**config.mk**
```make
export PLATFORM = sky130hd
export DESIGN_NAME = sdram_arbiter
export DESIGN_NICKNAME = d
export VERILOG_FILES = /design/src/rtl/sdram_pkg.sv /design/src/rtl/sdram_ref_timer.sv /design/src/rtl/sdram_arbiter.sv
export VERILOG_INCLUDE_DIRS = /design/src /design/src/rtl
export SDC_FILE = /design/constraint.sdc
export NUM_CORES = 1
export LEC_CHECK = 0
export CAP_MARGIN = 30
export CORE_MARGIN = 2
export CORE_UTILIZATION = 42
export DETAILED_ROUTE_END_ITERATION = 10
export GPL_ROUTABILITY_DRIVEN = 0
export PLACE_DENSITY = 0.85
export SLEW_MARGIN = 25
export SYNTH_ARGS = -nofsm -noshare
export SYNTH_HDL_FRONTEND = slang
export SYNTH_SLANG_ARGS = --single-unit
```
**constraint.sdc**
```tcl
create_clock -name clk -period 4.77 [get_ports clk]
set_input_delay 0.477 -clock clk [delete_from_list [all_inputs] [get_ports clk]]
set_output_delay 0.477 -clock clk [all_outputs]
set_load 0.01 [all_outputs]
```
**src/rtl/sdram_inc.svh**
```systemverilog
// sdram_inc: SDRAM command-type encodings shared by the
// arbiter, init sequencer and command executor.
`ifndef SDRAM_INC_SVH
`define SDRAM_INC_SVH
`define CMD_NOP       4'h0
`define CMD_ACTIVE    4'h1
`define CMD_READ      4'h2
`define CMD_WRITE     4'h3
`define CMD_PRECHARGE 4'h4
`define CMD_REFRESH   4'h5
`define CMD_MRS       4'h6
`endif

```
**src/rtl/sdram_pkg.sv**
```systemverilog
// sdram_pkg: arbiter state type and refresh-interval
// arithmetic shared by the SDRAM controller blocks.
package sdram_pkg;

  typedef enum logic [1:0] {
    INIT,
    IDLE,
    REF,
    USER
  } arb_state_t;

  function automatic int ref_cycle(
    input int ns,
    input int mhz
  );
    return ns * mhz / 1000;
  endfunction

endpackage

```
**src/rtl/sdram_ref_timer.sv**
```systemverilog
// sdram_ref_timer: tREFI countdown plus saturating
// pending-refresh counter with a completion decrement.
module sdram_ref_timer
  import sdram_pkg::*;
#(
  parameter  int CYC  = 390,
  parameter  int MAXP = 4,
  localparam int TW   = $clog2(CYC),
  localparam int PW   = $clog2(MAXP + 1)
) (
  input  logic          clk,
  input  logic          rst_n,
  input  logic          en_i,
  input  logic          dec_i,
  output logic [PW-1:0] pend_o
);

  logic [TW-1:0] timer_q, timer_d;
  logic [PW-1:0] pend_q, pend_d;
  logic          tick;
  logic          inc;
  logic          dec;

  assign tick = en_i && (timer_q == '0);

  // a tick and a completion together cancel out
  assign inc = tick && !dec_i
            && (pend_q != PW'(MAXP));
  assign dec = dec_i && !tick
            && (pend_q != '0);

  always_comb begin
    timer_d = timer_q;
    if (tick)
      timer_d = TW'(CYC - 1);
    else if (en_i)
      timer_d = timer_q - TW'(1);
  end

  always_comb begin
    pend_d = pend_q;
    unique case (1'b1)
      inc:     pend_d = pend_q + PW'(1);
      dec:     pend_d = pend_q - PW'(1);
      default: pend_d = pend_q;
    endcase
  end

  always_ff @(posedge clk or negedge rst_n) begin
    if (!rst_n) begin
      timer_q <= TW'(CYC - 1);
      pend_q  <= '0;
    end else begin
      timer_q <= timer_d;
      pend_q  <= pend_d;
    end
  end

  assign pend_o = pend_q;

endmodule

```
**src/rtl/sdram_arbiter.sv**
```systemverilog
// sdram_arbiter: owns the executor port for init, refresh, user.
// Option SDRAM_REF_POSTPONE_EN: user traffic defers refresh.
`include "sdram_inc.svh"
module sdram_arbiter
  import sdram_pkg::*;
#(
  parameter  int CLK_FREQ        = 50,
  parameter  int AW              = 12,
  parameter  int REF_INTERVAL_NS = 7812,
  parameter  int REF_MAX_PEND    = 4,
  localparam int PW = $clog2(REF_MAX_PEND + 1)
) (
  input  logic          clk,
  input  logic          rst_n,
  input  logic          init_valid,
  input  logic [3:0]    init_cmd,
  input  logic [AW-1:0] init_addr,
  input  logic          init_done,
  input  logic          user_valid,
  input  logic [3:0]    user_cmd,
  input  logic [AW-1:0] user_addr,
  input  logic          user_lock,
  output logic          user_ready,
  output logic          user_done,
  output logic          cmd_valid,
  output logic [3:0]    cmd_type,
  output logic [AW-1:0] cmd_addr,
  input  logic          cmd_ready,
  input  logic          cmd_done,
  output logic [PW-1:0] ref_pend
);

  localparam int REF_CYCLE =
    ref_cycle(REF_INTERVAL_NS, CLK_FREQ);

  arb_state_t state_q, state_d;
  logic       acc_q, acc_d;
  logic       ref_due;

  assign ref_due = (ref_pend != '0);

  sdram_ref_timer #(
    .CYC (REF_CYCLE),
    .MAXP(REF_MAX_PEND)
  ) u_ref (
    .clk   (clk),
    .rst_n (rst_n),
    .en_i  (state_q != INIT),
    .dec_i ((state_q == REF) && cmd_done),
    .pend_o(ref_pend)
  );

`ifdef SDRAM_REF_POSTPONE_EN
  logic pend_full;
  assign pend_full =
    (ref_pend == PW'(REF_MAX_PEND));
`endif

  always_ff @(posedge clk or negedge rst_n) begin
    if (!rst_n) begin
      state_q <= INIT;
      acc_q   <= 1'b0;
    end else begin
      state_q <= state_d;
      acc_q   <= acc_d;
    end
  end

  always_comb begin
    state_d = state_q;
    acc_d   = acc_q;
    unique case (state_q)
      INIT: if (init_done) state_d = IDLE;
      IDLE: begin
        // an open row blocks refresh entirely
        if (user_lock) begin
          if (user_valid) state_d = USER;
        end
`ifdef SDRAM_REF_POSTPONE_EN
        else if (pend_full) state_d = REF;
        else if (user_valid) state_d = USER;
        else if (ref_due) state_d = REF;
`else
        else if (ref_due) state_d = REF;
        else if (user_valid) state_d = USER;
`endif
      end
      REF, USER: begin
        if (cmd_done) begin
          state_d = IDLE;
          acc_d   = 1'b0;
        end else if (cmd_valid && cmd_ready) begin
          acc_d = 1'b1;
        end
      end
    endcase
  end

  always_comb begin
    cmd_valid  = 1'b0;
    cmd_type   = `CMD_NOP;
    cmd_addr   = '0;
    user_ready = 1'b0;
    user_done  = 1'b0;
    unique case (state_q)
      INIT: begin
        cmd_valid = init_valid;
        cmd_type  = init_cmd;
        cmd_addr  = init_addr;
      end
      IDLE: ;
      REF: begin
        cmd_valid = !acc_q;
        cmd_type  = `CMD_REFRESH;
      end
      USER: begin
        cmd_valid  = user_valid && !acc_q;
        cmd_type   = user_cmd;
        cmd_addr   = user_addr;
        user_ready = cmd_valid && cmd_ready;
        user_done  = cmd_done;
      end
    endcase
  end

endmodule

```
# ---- Yosys cells after proc, flatten, opt, wreduce, memory -nomap -nowiden
# Cells that the tools add are included.
dict set report classes {
  addsub 3
  eq_ne 6
  muxes 16
  n_reduce_logical 22
}
# op n
set ops {}
lappend ops {{$pmux W12 S2} 1}
lappend ops {{$mux W9} 2}
lappend ops {{$pmux W4 S3} 1}
lappend ops {{$mux W2} 5}
lappend ops {{$logic_and A1 B1 Y1} 9}
lappend ops {{$logic_not A9 Y1} 1}
lappend ops {{$sub A9 B1 Y9 const B} 1}
lappend ops {{$reduce_bool A2 Y1} 4}
lappend ops {{$pmux W2 S3} 1}
lappend ops {{$pmux W3 S2} 1}
lappend ops {{$eq A2 B2 Y1 const B} 2}
lappend ops {{$mux W1} 4}
lappend ops {{$ne A2 B2 Y1 const B} 2}
lappend ops {{$reduce_and A2 Y1} 2}
lappend ops {{$add A3 B1 Y3 const B} 1}
lappend ops {{$logic_not A1 Y1} 3}
lappend ops {{$ne A3 B3 Y1 const B} 1}
lappend ops {{$pmux W1 S3} 1}
lappend ops {{$reduce_bool A3 Y1} 1}
lappend ops {{$sub A3 B1 Y3 const B} 1}
lappend ops {{$eq A2 B1 Y1 const B} 1}
lappend ops {{$logic_not A2 Y1} 1}
lappend ops {{$reduce_or A2 Y1} 1}
dict set report word_totals {
  ff_bits 15
  output_inout_bits 22
  wordCells 51
}

# ---- Longest topological paths before layout
# Gate-level depths: netlist of run 1.
dict set report logic_depth {
  ltp_word 6
  depth_mapped 10
}

# ---- Cells and area by module
# A second synthesis of run 1 with hierarchy kept.
dict set report unflattened {
  cells_unflattened 138
  hier_area_um2 1241.2
}
# mod n_inst cells_per_inst area_each_um2
set modules_own_cells {}
lappend modules_own_cells {sdram_ref_timer 1 67 738.2}
lappend modules_own_cells {sdram_arbiter 1 71 503.0}

# ---- Least setup slack after synthesis of run 1
# No wires, ideal clock.
dict set report synth_path {
  kind {register to register}
  start {register state_q[0]}
  end {register u_ref.pend_q[1], in the netlist u_ref.pend_o[1]}
  setup_ns 0.080
  t_arrival_ns 2.107
  required_time_ns 4.690
  slack_ns 2.583
  stages_incl_launch_ff 10
  cell_sequence {dfrtp_1 > inv_1 > ha_1 > buf_6 > nor4b_2 > a31oi_1 > nand2_1 > fa_1 > a21boi_1 > nor3b_2}
}
dict set report synth_via {
  elab_chain_cells 6
  elab_cells_between_ends 12
  cone_classes {eq/ne (1); mux (1); reduce/logical (10)}
}
# element line_no
set synth_lines {}
lappend synth_lines {{start, declared} sdram_arbiter.sv:36} ;# arb_state_t state_q, state_d;
lappend synth_lines {{start signal, assigned} sdram_arbiter.sv:64} ;# state_q <= state_d;
lappend synth_lines {{$eq A2 B2 Y1 / $reduce_bool A2 Y1 (equally long branches)} {sdram_arbiter.sv:49, sdram_arbiter.sv:48}}
lappend synth_lines {{$logic_and A1 B1 Y1, on equally long branches} {sdram_arbiter.sv:49, sdram_ref_timer.sv:24}}
lappend synth_lines {{$logic_not A1 Y1, on equally long branches} {sdram_ref_timer.sv:27, sdram_ref_timer.sv:29}}
lappend synth_lines {{$logic_and A1 B1 Y1, on equally long branches} {sdram_ref_timer.sv:27, sdram_ref_timer.sv:29}}
lappend synth_lines {{$logic_and A1 B1 Y1, on equally long branches} {sdram_ref_timer.sv:28, sdram_ref_timer.sv:30}}
lappend synth_lines {{$pmux W3 S2 / $reduce_bool A2 Y1 (equally long branches)} -}
lappend synth_lines {{end signal, assigned} sdram_ref_timer.sv:55} ;# pend_q <= pend_d;
lappend synth_lines {{end, declared} sdram_ref_timer.sv:19} ;# logic [PW-1:0] pend_q, pend_d;
# Several ways; a longest one is shown, not always the timed one.
# A chain may end at the register's enable or synchronous reset.

# ---- Worst setup path after layout of run 1
dict set report layout_path {
  start {register state_q[0]}
  end {output cmd_valid}
}
dict set report layout_via {
  elab_chain_cells 2
  elab_cells_between_ends 4
  cone_classes {eq/ne (2); mux (1); reduce/logical (1)}
}
# element line_no
set layout_lines {}
lappend layout_lines {{$eq A2 B2 Y1 / $logic_not A2 Y1 (equally long branches)} sdram_arbiter.sv:105} ;# unique case (state_q)
lappend layout_lines {{$pmux W1 S3 *} sdram_arbiter.sv:105}
lappend layout_lines {{end, declared} sdram_arbiter.sv:25} ;# output logic cmd_valid,
# Mark *: on every way between the ends. The rest lies on a longest branch, timed or not.

==> key figures, run 1 <==
Final layout
  • Layout cells sized above 1: 6.500%
  • FILL cells: between 200 and 250
  • Final Instance Count excl. Fillers: roughly 230
  • Design area: 1834 sq um
  • Area grow syn2layout: 54.80%
  • Final Util: 67.68%
  • Ant. Diodes: 0
  • Final nets: 247

Clock tree
  • Latest clock arrival within the worst-skew pair: around 0.31 ns
  • Clock-pin slew on the worst setup and hold paths: 0.10 ns
  • CTS tree: yes
  • Clk root buf: clkbuf_4
  • # hold bufs at CTS: 0
  • H-tree depth: 1
  • CTS max path bufs: 2
  • TritonCTS Buffers: 3
  • Sink Count: 15
  • Setup Buffers After CTS: 0
  • Post-CTS Resized: 0

Run status
  • Outcome: completed

Worst hold path
  • Hold Path Class: register to register
  • Hold depth: 1
  • Hold Startpoint: acc_q
  • Hold Path End: acc_q

Detailed routing
  • Met3 routed WL: 336 um
  • M1 WL: approximately 1400 um
  • Met2 WL: approximately 1700 um
  • WL final: ~3500 um
  • Drt first-iter violations: 81
  • Final ANT Viol Nets: 0
  • DRC Markers: 0
  • Wire per inst: about 15 um
  • Top sig layer: met4
  • Vias/cell: between 5 and 6
  • TritonRoute pass-1 iters: 4
  • Total number of vias: 1337

STA
  • Slew Limit Fails: 0
  • Total Neg Setup Slack: 0 ns
  • RSZ-0062 raised after global routing: no
  • # setup viols final: 0
  • Tcrit/Tclk final: a little over three fifths
  • Min Clock Period, post-route: around 3 ns
  • Actual slew at the worst max-slew pin: 0.8746 ns
  • Final hold violations: 0
  • Relative slew slack: a little over two fifths
  • Clk_skew: between 0.009 and 0.01 ns
  • Peak Freq: 332.0 MHz

Synth
  • Post-Syn Instances: 141
  • Register area share after synthesis: 32.10%
  • Post-synthesis register bit count: 15
  • Ys Warns: 0
  • Yosys cell types: between 40 and 50
  • EDFF count, synth: 0
  • Primary FF master, synth: dfrtp_1
  • Post-Syn Area per Cell: between 8 and 9 sq um
  • Asr flop ratio synth: 100.0%
  • Synth Net Count: between 150 and 200
  • Post-Syn Area: 1185 sq um

Critical path
  • Delay-heaviest family, CP: adder cells
  • Slowest CP cell: ha_1
  • CP Data Required Time: 4.29 ns
  • CP Capture Type: primary output
  • Max incr delay on CP: roughly 0.75 ns
  • Critical Path Source Type: register
  • FF-to-FF End: u_ref.pend_o[2]
  • Critical path class: register to primary output
  • Crit Reg-Reg Startpoint: state_q[0]
  • Reg2Reg Depth: 9
  • Data arrival time of the worst path: ~2.5 ns
  • CP Cell Sequence: inv_1 -> ha_1 -> nand2_1 -> o21ai_0 -> nor2b_1 -> clkdlybuf4s50_1
  • Reg2reg setup slack: about 1.8 ns
  • CP max FO: 26
  • Worst path bufs/invs: 2

Power and ir drop
  • Leakage power: ~0.71 nW
  • Total power: 1.002 mW
  • PwrDens: about 550 nW/um^2
  • Worst vdd ir: ~0.00041 V

Place
  • Placed cell area: 1804 sq um
  • # port buffers: a little over 60
  • HPWL after detailed placement: ~2700 um
  • Placed Cells: 227

Die
  • FP Rows: 19
  • Die Height: roughly 57 um
  • Initial Util: a little over two fifths
  • I/O pin cnt: 62
  • Die area: roughly 3300 sq um
  • Core Area: 2710 sq um
  • Die W: 57.12 um

Global route
  • Largest net degree at the start of global routing: 27
  • Antenna violations before repair: 0
  • Global-route wire length before repair: 5927 um
  • GR Util All Layers: 22.76%
  • Vias in the first global route: approximately 1400
  • GRT Residual Overflow: 0

Flow run
  • # Max-Cap Violations: 0
## how the worst max path moves through the flow
stage	depth (start not counted)	start	slack [ns]	endpoint
2_1_floorplan	9	state_q[0]	2.58	u_ref.pend_o[1]
5_1_grt	6	state_q[0]	1.41	cmd_valid
4_1_cts	5	state_q[0]	1.75	cmd_type[0]
6_report	6	state_q[0]	1.76	cmd_valid
3_5_place_dp	9	state_q[0]	1.86	u_ref.pend_o[2]
3_3_place_gp	9	state_q[0]	2.07	u_ref.pend_o[2]
## per-stage QoR
| stage | hold WS, ns | setup slack, ns |
|---|---|---|
| 6_report | 0.5258 | 1.758 |
| 2_1_floorplan | 0.1814 | 2.583 |
| 3_5_place_dp | 0.5063 | 1.860 |
| 4_1_cts | 0.5319 | 1.748 |
| 3_3_place_gp | 0.4998 | 2.075 |
| 5_1_grt | 0.5487 | 1.414 |
## metal layers
layer / up-vias / track usage (%)
met2: 59 / 38.92
met3: 5 / 8.844
met4: 0 / 5.648
met5: - / 0
met1: 639 / 26.90
li1: 634 / -
## report_power, final
| group | total [mW] | switching [mW] | internal, mW | leakage, nW |
|---|---|---|---|---|
| combinational | 0.645 | 0.322 | 0.323 | 0.518 |
| clock | 0.0803 | 0.0482 | 0.0321 | 0.0139 |
| sequential | 0.277 | 0.0749 | 0.202 | 0.176 |
## sequential cells by signal (all words and copies together), names as in the netlist
| name | cells |
|---|---|
| acc_q | 1 |
| state_q | 2 |
| u_ref.pend_o | 3 |
| u_ref.timer_q | 9 |
## kinds of logic (layout without fill, tap and decap cells)
group,Yosys count,in the layout,share of synthesized area [%]
fa+ha+maj,6,6,6.969
flops,15,15,32.10
mux,1,1,0.8448
simple gates,62,62,28.09
xor+xnor,5,5,3.696
compound gates,39,39,23.55
buf+inv,13,72,4.752
## area by class of cell
class | count | area [sq um] | share of cell area, %
sequential | 15 | 380.4 | 20.74
clock buffer | 3 | 22.52 | 1.228
inverter | 7 | 26.28 | 1.432
multi-input combinational | 113 | 748.2 | 40.79
timing repair buffer | 61 | 610.6 | 33.29
clock inverter | 1 | 7.507 | 0.4093
tap | 31 | 38.79 | 2.115
## Yosys cell counts (2+ instances only)
cell | instances | area, sq um
nor2_1 | 25 | 93.84
a22oi_1 | 16 | 120.1
dfrtp_1 | 11 | 275.3
nand2_1 | 9 | 33.78
inv_1 | 7 | 26.28
clkbuf_1 | 5 | 18.77
ha_1 | 5 | 62.56
nor3_1 | 5 | 25.02
o21ai_0 | 5 | 25.02
a21oi_1 | 4 | 20.02
dfstp_2 | 4 | 105.1
nand3_1 | 4 | 20.02
or3_1 | 4 | 25.02
xnor2_1 | 4 | 35.03
a221oi_1 | 2 | 17.52
and2_1 | 2 | 12.51
nor2b_1 | 2 | 12.51
nor4_1 | 2 | 12.51
o31ai_1 | 2 | 15.01
## cells in the final DEF, fill, tap and decap left out, types with 2 or more instances in the layout
master           synthesis  layout
a21oi_1                  4       4
a221oi_1                 2       2
a22oi_1                 16      16
and2_1                   2       2
clkbuf_4                 0       3
clkdlybuf4s50_1          0      61
dfrtp_1                 11      11
dfstp_2                  4       4
ha_1                     5       5
inv_1                    7       7
nand2_1                  9       9
nand3_1                  4       4
nor2_1                  25      25
nor2b_1                  2       2
nor3_1                   5       5
nor4_1                   2       2
o21ai_0                  5       5
o31ai_1                  2       2
or3_1                    4       4
xnor2_1                  4       4
(Power assumes the default switching activity.)
==> run 2, diff against run 1 <==
--- a/config.mk
+++ b/config.mk
@@ -8,10 +8,10 @@
 export LEC_CHECK = 0
 export CAP_MARGIN = 30
 export CORE_MARGIN = 2
-export CORE_UTILIZATION = 42
+export CORE_UTILIZATION = 36
 export DETAILED_ROUTE_END_ITERATION = 10
 export GPL_ROUTABILITY_DRIVEN = 0
-export PLACE_DENSITY = 0.85
+export PLACE_DENSITY = 0.77
 export SLEW_MARGIN = 25
 export SYNTH_ARGS = -nofsm -noshare
 export SYNTH_HDL_FRONTEND = slang
==> constraint.sdc (replaced) <==
create_clock -name clk -period 2.6 [get_ports clk]
set_input_delay 0.26 -clock clk [delete_from_list [all_inputs] [get_ports clk]]
set_output_delay 0.26 -clock clk [all_outputs]
set_load 0.01 [all_outputs]
==> run 2 against run 1 <==
  * Critical path depth increased by 1
  * Clock skew decreased by 0.0058 ns
  * Worst hold slack got worse by 0.16 ns
  * Final cell count rose by 7.4%
  * Sequential share of layout area shrank 0.47 points
  * Clock power increased by 74%
  * Sequential cell count did not move
  * Power increased by 85%
  * First-iteration DRC count decreased by 30%
  * Combinational power increased by 86%
  * Final area is 2.3% higher
==> key figures, run 2 (synthesis results as in run 1) <==
Worst hold path
  • Hold Path Class: input pin to asynchronous set/reset pin

Detailed routing
  • TritonRoute pass-1 iters: 4 (unchanged)
  • WL final: 3406 um (-3.5%)
  • Vias/cell: 5.306 (-8.3%)
  • DRC Markers: 0 (unchanged)
  • Met2 WL: 1527 um (-13%)
  • Wire per inst: 13.73 um (-10%)
  • Final ANT Viol Nets: 0 (unchanged)
  • Met3 routed WL: 361 um (+7.4%)
  • Total number of vias: 1316 (-1.6%)
  • Top sig layer: met4
  • M1 WL: 1478 um (+4.1%)
  • Drt first-iter violations: 57 (-30%)

Global route
  • Global-route wire length before repair: 5526 um (-6.8%)
  • Largest net degree at the start of global routing: 22 (-19%)
  • GR Util All Layers: 19.55% (-3.2 points)
  • GRT Residual Overflow: 0 (unchanged)
  • Antenna violations before repair: 0 (unchanged)
  • Vias in the first global route: 1282 (-6.6%)

Die
  • Die area: 3766 sq um (+15%)
  • Die Height: 61.37 um (+7.4%)
  • Initial Util: 38.19% (-5.5 points)
  • Die W: 61.37 um (+7.4%)
  • I/O pin cnt: 62 (unchanged)
  • Core Area: 3103 sq um (+14%)
  • FP Rows: 20 (+1)

STA
  • # setup viols final: 0 (unchanged)
  • Actual slew at the worst max-slew pin: 0.6747 ns (-0.1999 ns)
  • Peak Freq: approximately 420 MHz
  • RSZ-0062 raised after global routing: no
  • Tcrit/Tclk final: slightly above 90%
  • Final hold violations: 0 (unchanged)
  • Slew Limit Fails: 0 (unchanged)
  • Clk_skew: 0.003753 ns (-0.005752 ns)
  • Relative slew slack: 54.88% (+13 points)
  • Total Neg Setup Slack: 0 ns (unchanged)
  • Min Clock Period, post-route: roughly 2.4 ns

Clock tree
  • CTS tree: yes
  • H-tree depth: 1 (unchanged)
  • Sink Count: 15 (unchanged)
  • Setup Buffers After CTS: 0 (unchanged)
  • Clock-pin slew on the worst setup and hold paths: 0.09 ns (about the same)
  • Clk root buf: clkbuf_4
  • Latest clock arrival within the worst-skew pair: 0.29 ns (-0.02 ns)
  • Post-CTS Resized: 0 (unchanged)
  • CTS max path bufs: 2 (unchanged)
  • TritonCTS Buffers: 3 (unchanged)
  • # hold bufs at CTS: 0 (unchanged)

Critical path
  • CP Data Required Time: 2.34 ns (-1.95 ns)
  • Reg2reg setup slack: 0.25 ns (-1.56 ns)
  • Max incr delay on CP: 0.57 ns (-0.18 ns)
  • CP max FO: 9 (-65%)
  • CP Capture Type: primary output
  • Critical Path Source Type: register
  • Slowest CP cell: clkdlybuf4s50_1
  • Critical path class: register to primary output
  • FF-to-FF End: u_ref.pend_o[2]
  • Crit Reg-Reg Startpoint: u_ref.timer_q[0]
  • Reg2Reg Depth: 9 (unchanged)
  • Data arrival time of the worst path: 2.14 ns (-0.39 ns)
  • CP Cell Sequence: inv_1 -> ha_1 -> buf_4 -> nand2_1 -> o21ai_0 -> nor2b_1 -> clkdlybuf4s50_1

Flow run
  • # Max-Cap Violations: 0 (unchanged)

Final layout
  • FF+latch area: 380.4 sq um (unchanged)
  • Largest register FFs: 9 (unchanged)
  • Area occupied by multi-input gates: 748.2 sq um (unchanged)
  • Layout cells sized above 1: 7.843% (+1.3 points)
  • Design area: 1877 sq um (+2.3%)
  • Most frequent cells in the layout: clkdlybuf4s50_1, nor2_1, a22oi_1, dfrtp_1, nand2_1
  • FILL cells: 310 (+31%)
  • Area grow syn2layout: 58.39%
  • Most common cell after layout, fill and taps aside: clkdlybuf4s50_1
  • Final nets: 251 (+1.6%)
  • Top reg by flops: u_ref.timer_q
  • Final Util: 60.48% (-7.2 points)
  • Ant. Diodes: 0 (unchanged)

Place
  • HPWL after detailed placement: 2716 um (-0.56%)
  • Placed cell area: 1851 sq um (+2.6%)
  • # port buffers: 61 (unchanged)

Run status
  • Outcome: completed

Power and ir drop
  • Worst vdd ir: 0.0004484 V (+11%)
  • PwrDens: 986.7 nW/um^2 (+81%)
  • Leakage power: 0.7295 nW (+3.1%)
  • Total power: 1.852 mW (+85%)
-- run 2: changes by cell type in the layout (fill, tap and decap cells not counted) --
cell | previous run | this run
buf_4 | 0 | 4
clkbuf_1 | 0 | 1
clkinvlp_4 | 1 | 0
-- run 2: worst max path at each step --
stage / start / end / cells past startpoint / slack (ns)
2_1_floorplan: state_q[0] / u_ref.pend_o[1] / 9 / 0.41
3_3_place_gp: u_ref.timer_q[0] / u_ref.pend_o[2] / 9 / 0.38
3_5_place_dp: u_ref.timer_q[0] / u_ref.pend_o[2] / 9 / 0.26
4_1_cts: state_q[1] / cmd_valid / 7 / 0.19
5_1_grt: state_q[1] / cmd_valid / 7 / 0.07
6_report: state_q[1] / cmd_valid / 7 / 0.20
-- run 2: routing by layer --
layer,GRT usage [%],vias to the layer above
met5,0,-
met4,6.383,0
li1,-,642
met1,24.81,612
met2,31.61,57
met3,6.303,5
-- run 2: worst max-delay path, delay by kind of cell (launching register included) --
kind | cells | cell delay [ns]
compound gates | 1 | 0.08
fa+ha+maj | 1 | 0.25
buf+inv | 3 | 0.88
flops | 1 | 0.43
simple gates | 2 | 0.20
-- run 2: power by group --
group	total, mW	internal (mW)	switching, mW
clock network	0.140	0.0598	0.0802
registers	0.508	0.370	0.138
logic	1.20	0.612	0.592
-- run 2: final cells by class --
type | instances | share of cell area [%]
sequential | 15 | 20.27
tap | 44 | 2.933
clock buffer | 4 | 1.400
multi-input combinational | 113 | 39.87
inverter | 7 | 1.400
timing repair buffer | 65 | 34.13
-- run 2: stage by stage --
stage / setup WS, ns / std cells / hold slack (ns)
floorplan: 0.4131 / 141 / -0.03559
global placement: 0.3788 / 244 / 0.5070
detailed placement: 0.2604 / 244 / 0.5109
CTS: 0.1916 / 248 / 0.4031
global route: 0.06598 / 248 / 0.4295
finish: 0.1988 / 248 / 0.3669
==> run 3, diff against run 2 <==
==> constraint.sdc (replaced) <==
create_clock -name clk -period 2.2 [get_ports clk]
set_input_delay 0.22 -clock clk [delete_from_list [all_inputs] [get_ports clk]]
set_output_delay 0.22 -clock clk [all_outputs]
set_load 0.01 [all_outputs]
==> run 3 against run 2 <==
  * Power up 24%
  * Die area unchanged
  * Sequential cell count unchanged
  * First-iteration DRC count down 5.3%
  * Non-clock buffer count up 8
  * Via count up 4.2%
  * Worst setup slack worse by 0.12 ns
  * Worst hold slack worse by 0.034 ns
  * Final cell count up 3.2%
  * Critical endpoint is now u_ref.pend_o[1]
==> key figures, run 3 (synthesis results as in run 1) <==
Critical path
  • Critical Path Source Type: register
  • Critical path class: register to register
  • Data arrival time of the worst path: 2.33 ns (+0.19 ns)
  • CP Data Required Time: 2.41 ns (+0.07 ns)
  • CP max FO: 4 (-5)
  • CP Capture Type: register

Final layout
  • Final Util: 65.08% (+4.6 points)
  • Ant. Diodes: 0 (unchanged)
  • Layout cells sized above 1: 16.51% (+8.7 points)
  • Area grow syn2layout: 70.43%
  • Most common cell after layout, fill and taps aside: clkdlybuf4s50_1
  • Most frequent cells in the layout: clkdlybuf4s50_1, nor2_1, a22oi_1
  • Final Instance Count excl. Fillers: 256 (+3.2%)
  • FILL cells: 280 (-9.7%)
  • Final nets: 259 (+3.2%)
  • Largest register FFs: 9 (unchanged)
  • FF+latch area: 381.6 sq um (+0.33%)
  • Area occupied by multi-input gates: 797.0 sq um (+6.5%)
  • Top reg by flops: u_ref.timer_q

STA
  • Hold slack: 0.3328 ns (-0.03415 ns)
  • Actual slew at the worst max-slew pin: 0.6836 ns (+0.008823 ns)
  • Post-route setup slack: 0.08308 ns (-0.1157 ns)
  • # setup viols final: 0 (unchanged)
  • Min Clock Period, post-route: 2.117 ns
  • Relative slew slack: 54.29% (-0.59 points)
  • Peak Freq: 472.4 MHz
  • Final hold violations: 0 (unchanged)
  • Clk_skew: 0.008618 ns (+0.004866 ns)
  • Slew Limit Fails: 0 (unchanged)
  • Tcrit/Tclk final: between 90 and 100%
  • Total Neg Setup Slack: 0 ns (unchanged)

Clock tree
  • Clock-pin slew on the worst setup and hold paths: 0.10 ns (about the same)
  • Sink Count: 15 (unchanged)
  • # hold bufs at CTS: 0 (unchanged)
  • CTS tree: yes
  • Latest clock arrival within the worst-skew pair: 0.29 ns (about the same)
  • TritonCTS Buffers: 3 (unchanged)
  • Clk root buf: clkbuf_4
  • H-tree depth: 1 (unchanged)
  • CTS max path bufs: 2 (unchanged)

Detailed routing
  • TritonRoute pass-1 iters: 4 (unchanged)
  • WL final: 3649 um (+7.1%)
  • Total number of vias: 1371 (+4.2%)
  • Final ANT Viol Nets: 0 (unchanged)
  • Drt first-iter violations: 54 (-5.3%)
  • Wire per inst: 14.25 um (+3.8%)
  • DRC Markers: 0 (unchanged)
  • Vias/cell: 5.355 (+0.92%)

Place
  • Placed Cells: 249 (+2.0%)
  • HPWL after detailed placement: 2814 um (+3.6%)
  • # port buffers: 61 (unchanged)
  • Worst slack at placement: -0.01874 ns (-0.2791 ns)

Die
  • FP Rows: 20 (unchanged)
  • Die area: 3766 sq um (unchanged)
  • Die Height: 61.37 um (unchanged)
  • I/O pin cnt: 62 (unchanged)
  • Initial Util: 38.19% (unchanged)
  • Die W: 61.37 um (unchanged)
  • Core Area: 3103 sq um (unchanged)

Global route
  • Vias in the first global route: 1444 (+13%)
  • GR Util All Layers: 20.82% (+1.3 points)
  • Largest net degree at the start of global routing: 19 (-14%)
  • Antenna violations before repair: 0 (unchanged)
  • Global-route wire length before repair: 5961 um (+7.9%)
  • GRT Residual Overflow: 0 (unchanged)

Power and ir drop
  • Leakage power: 0.9651 nW (+32%)
  • PwrDens: 1135 nW/um^2 (+15%)
  • Worst vdd ir: 0.0005246 V (+17%)

Worst hold path
  • Hold Path Class: input pin to asynchronous set/reset pin

Run status
  • Outcome: completed

Flow run
  • # Max-Cap Violations: 0 (unchanged)
[run 3: where the power goes]
group          leakage, nW  total (mW)  switching (mW)  internal (mW)
sequential           0.175       0.614           0.176          0.439
combinational        0.776        1.52           0.744          0.773
clock               0.0139       0.162          0.0926         0.0692
total                0.965        2.29            1.01           1.28
[run 3: critical path, stage by stage, from the launching register on]
cell and delay (ns):
dfrtp_1 0.39, inv_1 0.11, ha_4 0.20, nor4b_4 0.33
a31oi_2 0.15, nand2_1 0.12, fa_2 0.42, a21boi_2 0.16
nor3b_2 0.16
[run 3: path summary, 6_finish.rpt]
check                      depth (start not counted)                to  slack (ns)        startpoint
max                                                8   u_ref.pend_o[1]        0.08        state_q[1]
min                                                1  u_ref.timer_q[6]        0.33             rst_n
max reg2reg                                        8   u_ref.pend_o[1]        0.08        state_q[1]
min reg2reg                                        1  u_ref.timer_q[2]        0.54  u_ref.timer_q[2]
max in group asynchronous                          1        state_q[0]        1.39             rst_n
min in group clk                                   1  u_ref.timer_q[2]        0.54  u_ref.timer_q[2]
[run 3: layout make-up]
class	instances	share of cell area, %
clock buffers	3	1.115
clock inverters	1	0.3717
inverters	7	1.301
multi-input cells	113	39.47
flip-flops and latches	15	18.90
well taps	44	2.726
repair buffers	73	36.12
[run 3: layer usage]
metal	part of all wire [%]	up-vias	global-route usage (%)
met5	0	-	0
li1	-	662	-
met4	0.85	0	5.775
met1	39	645	23.45
met3	10	4	7.353
met2	50	60	37.23
[run 3: metrics by stage]
stage               power, mW  cell area (sq um)
finish                  2.293               2019
global route            2.487               2019
CTS                     2.269               1959
detailed placement      2.052               1888
global placement        1.995               1888
floorplan               1.433               1185
[run 3: repair_timing]
item,4_1_cts,5_1_grt
pin swaps,5,3
setup buffers,2,1
endpoints found under the setup margin,18,16
gates cloned,0,0
gates resized for setup,14,18
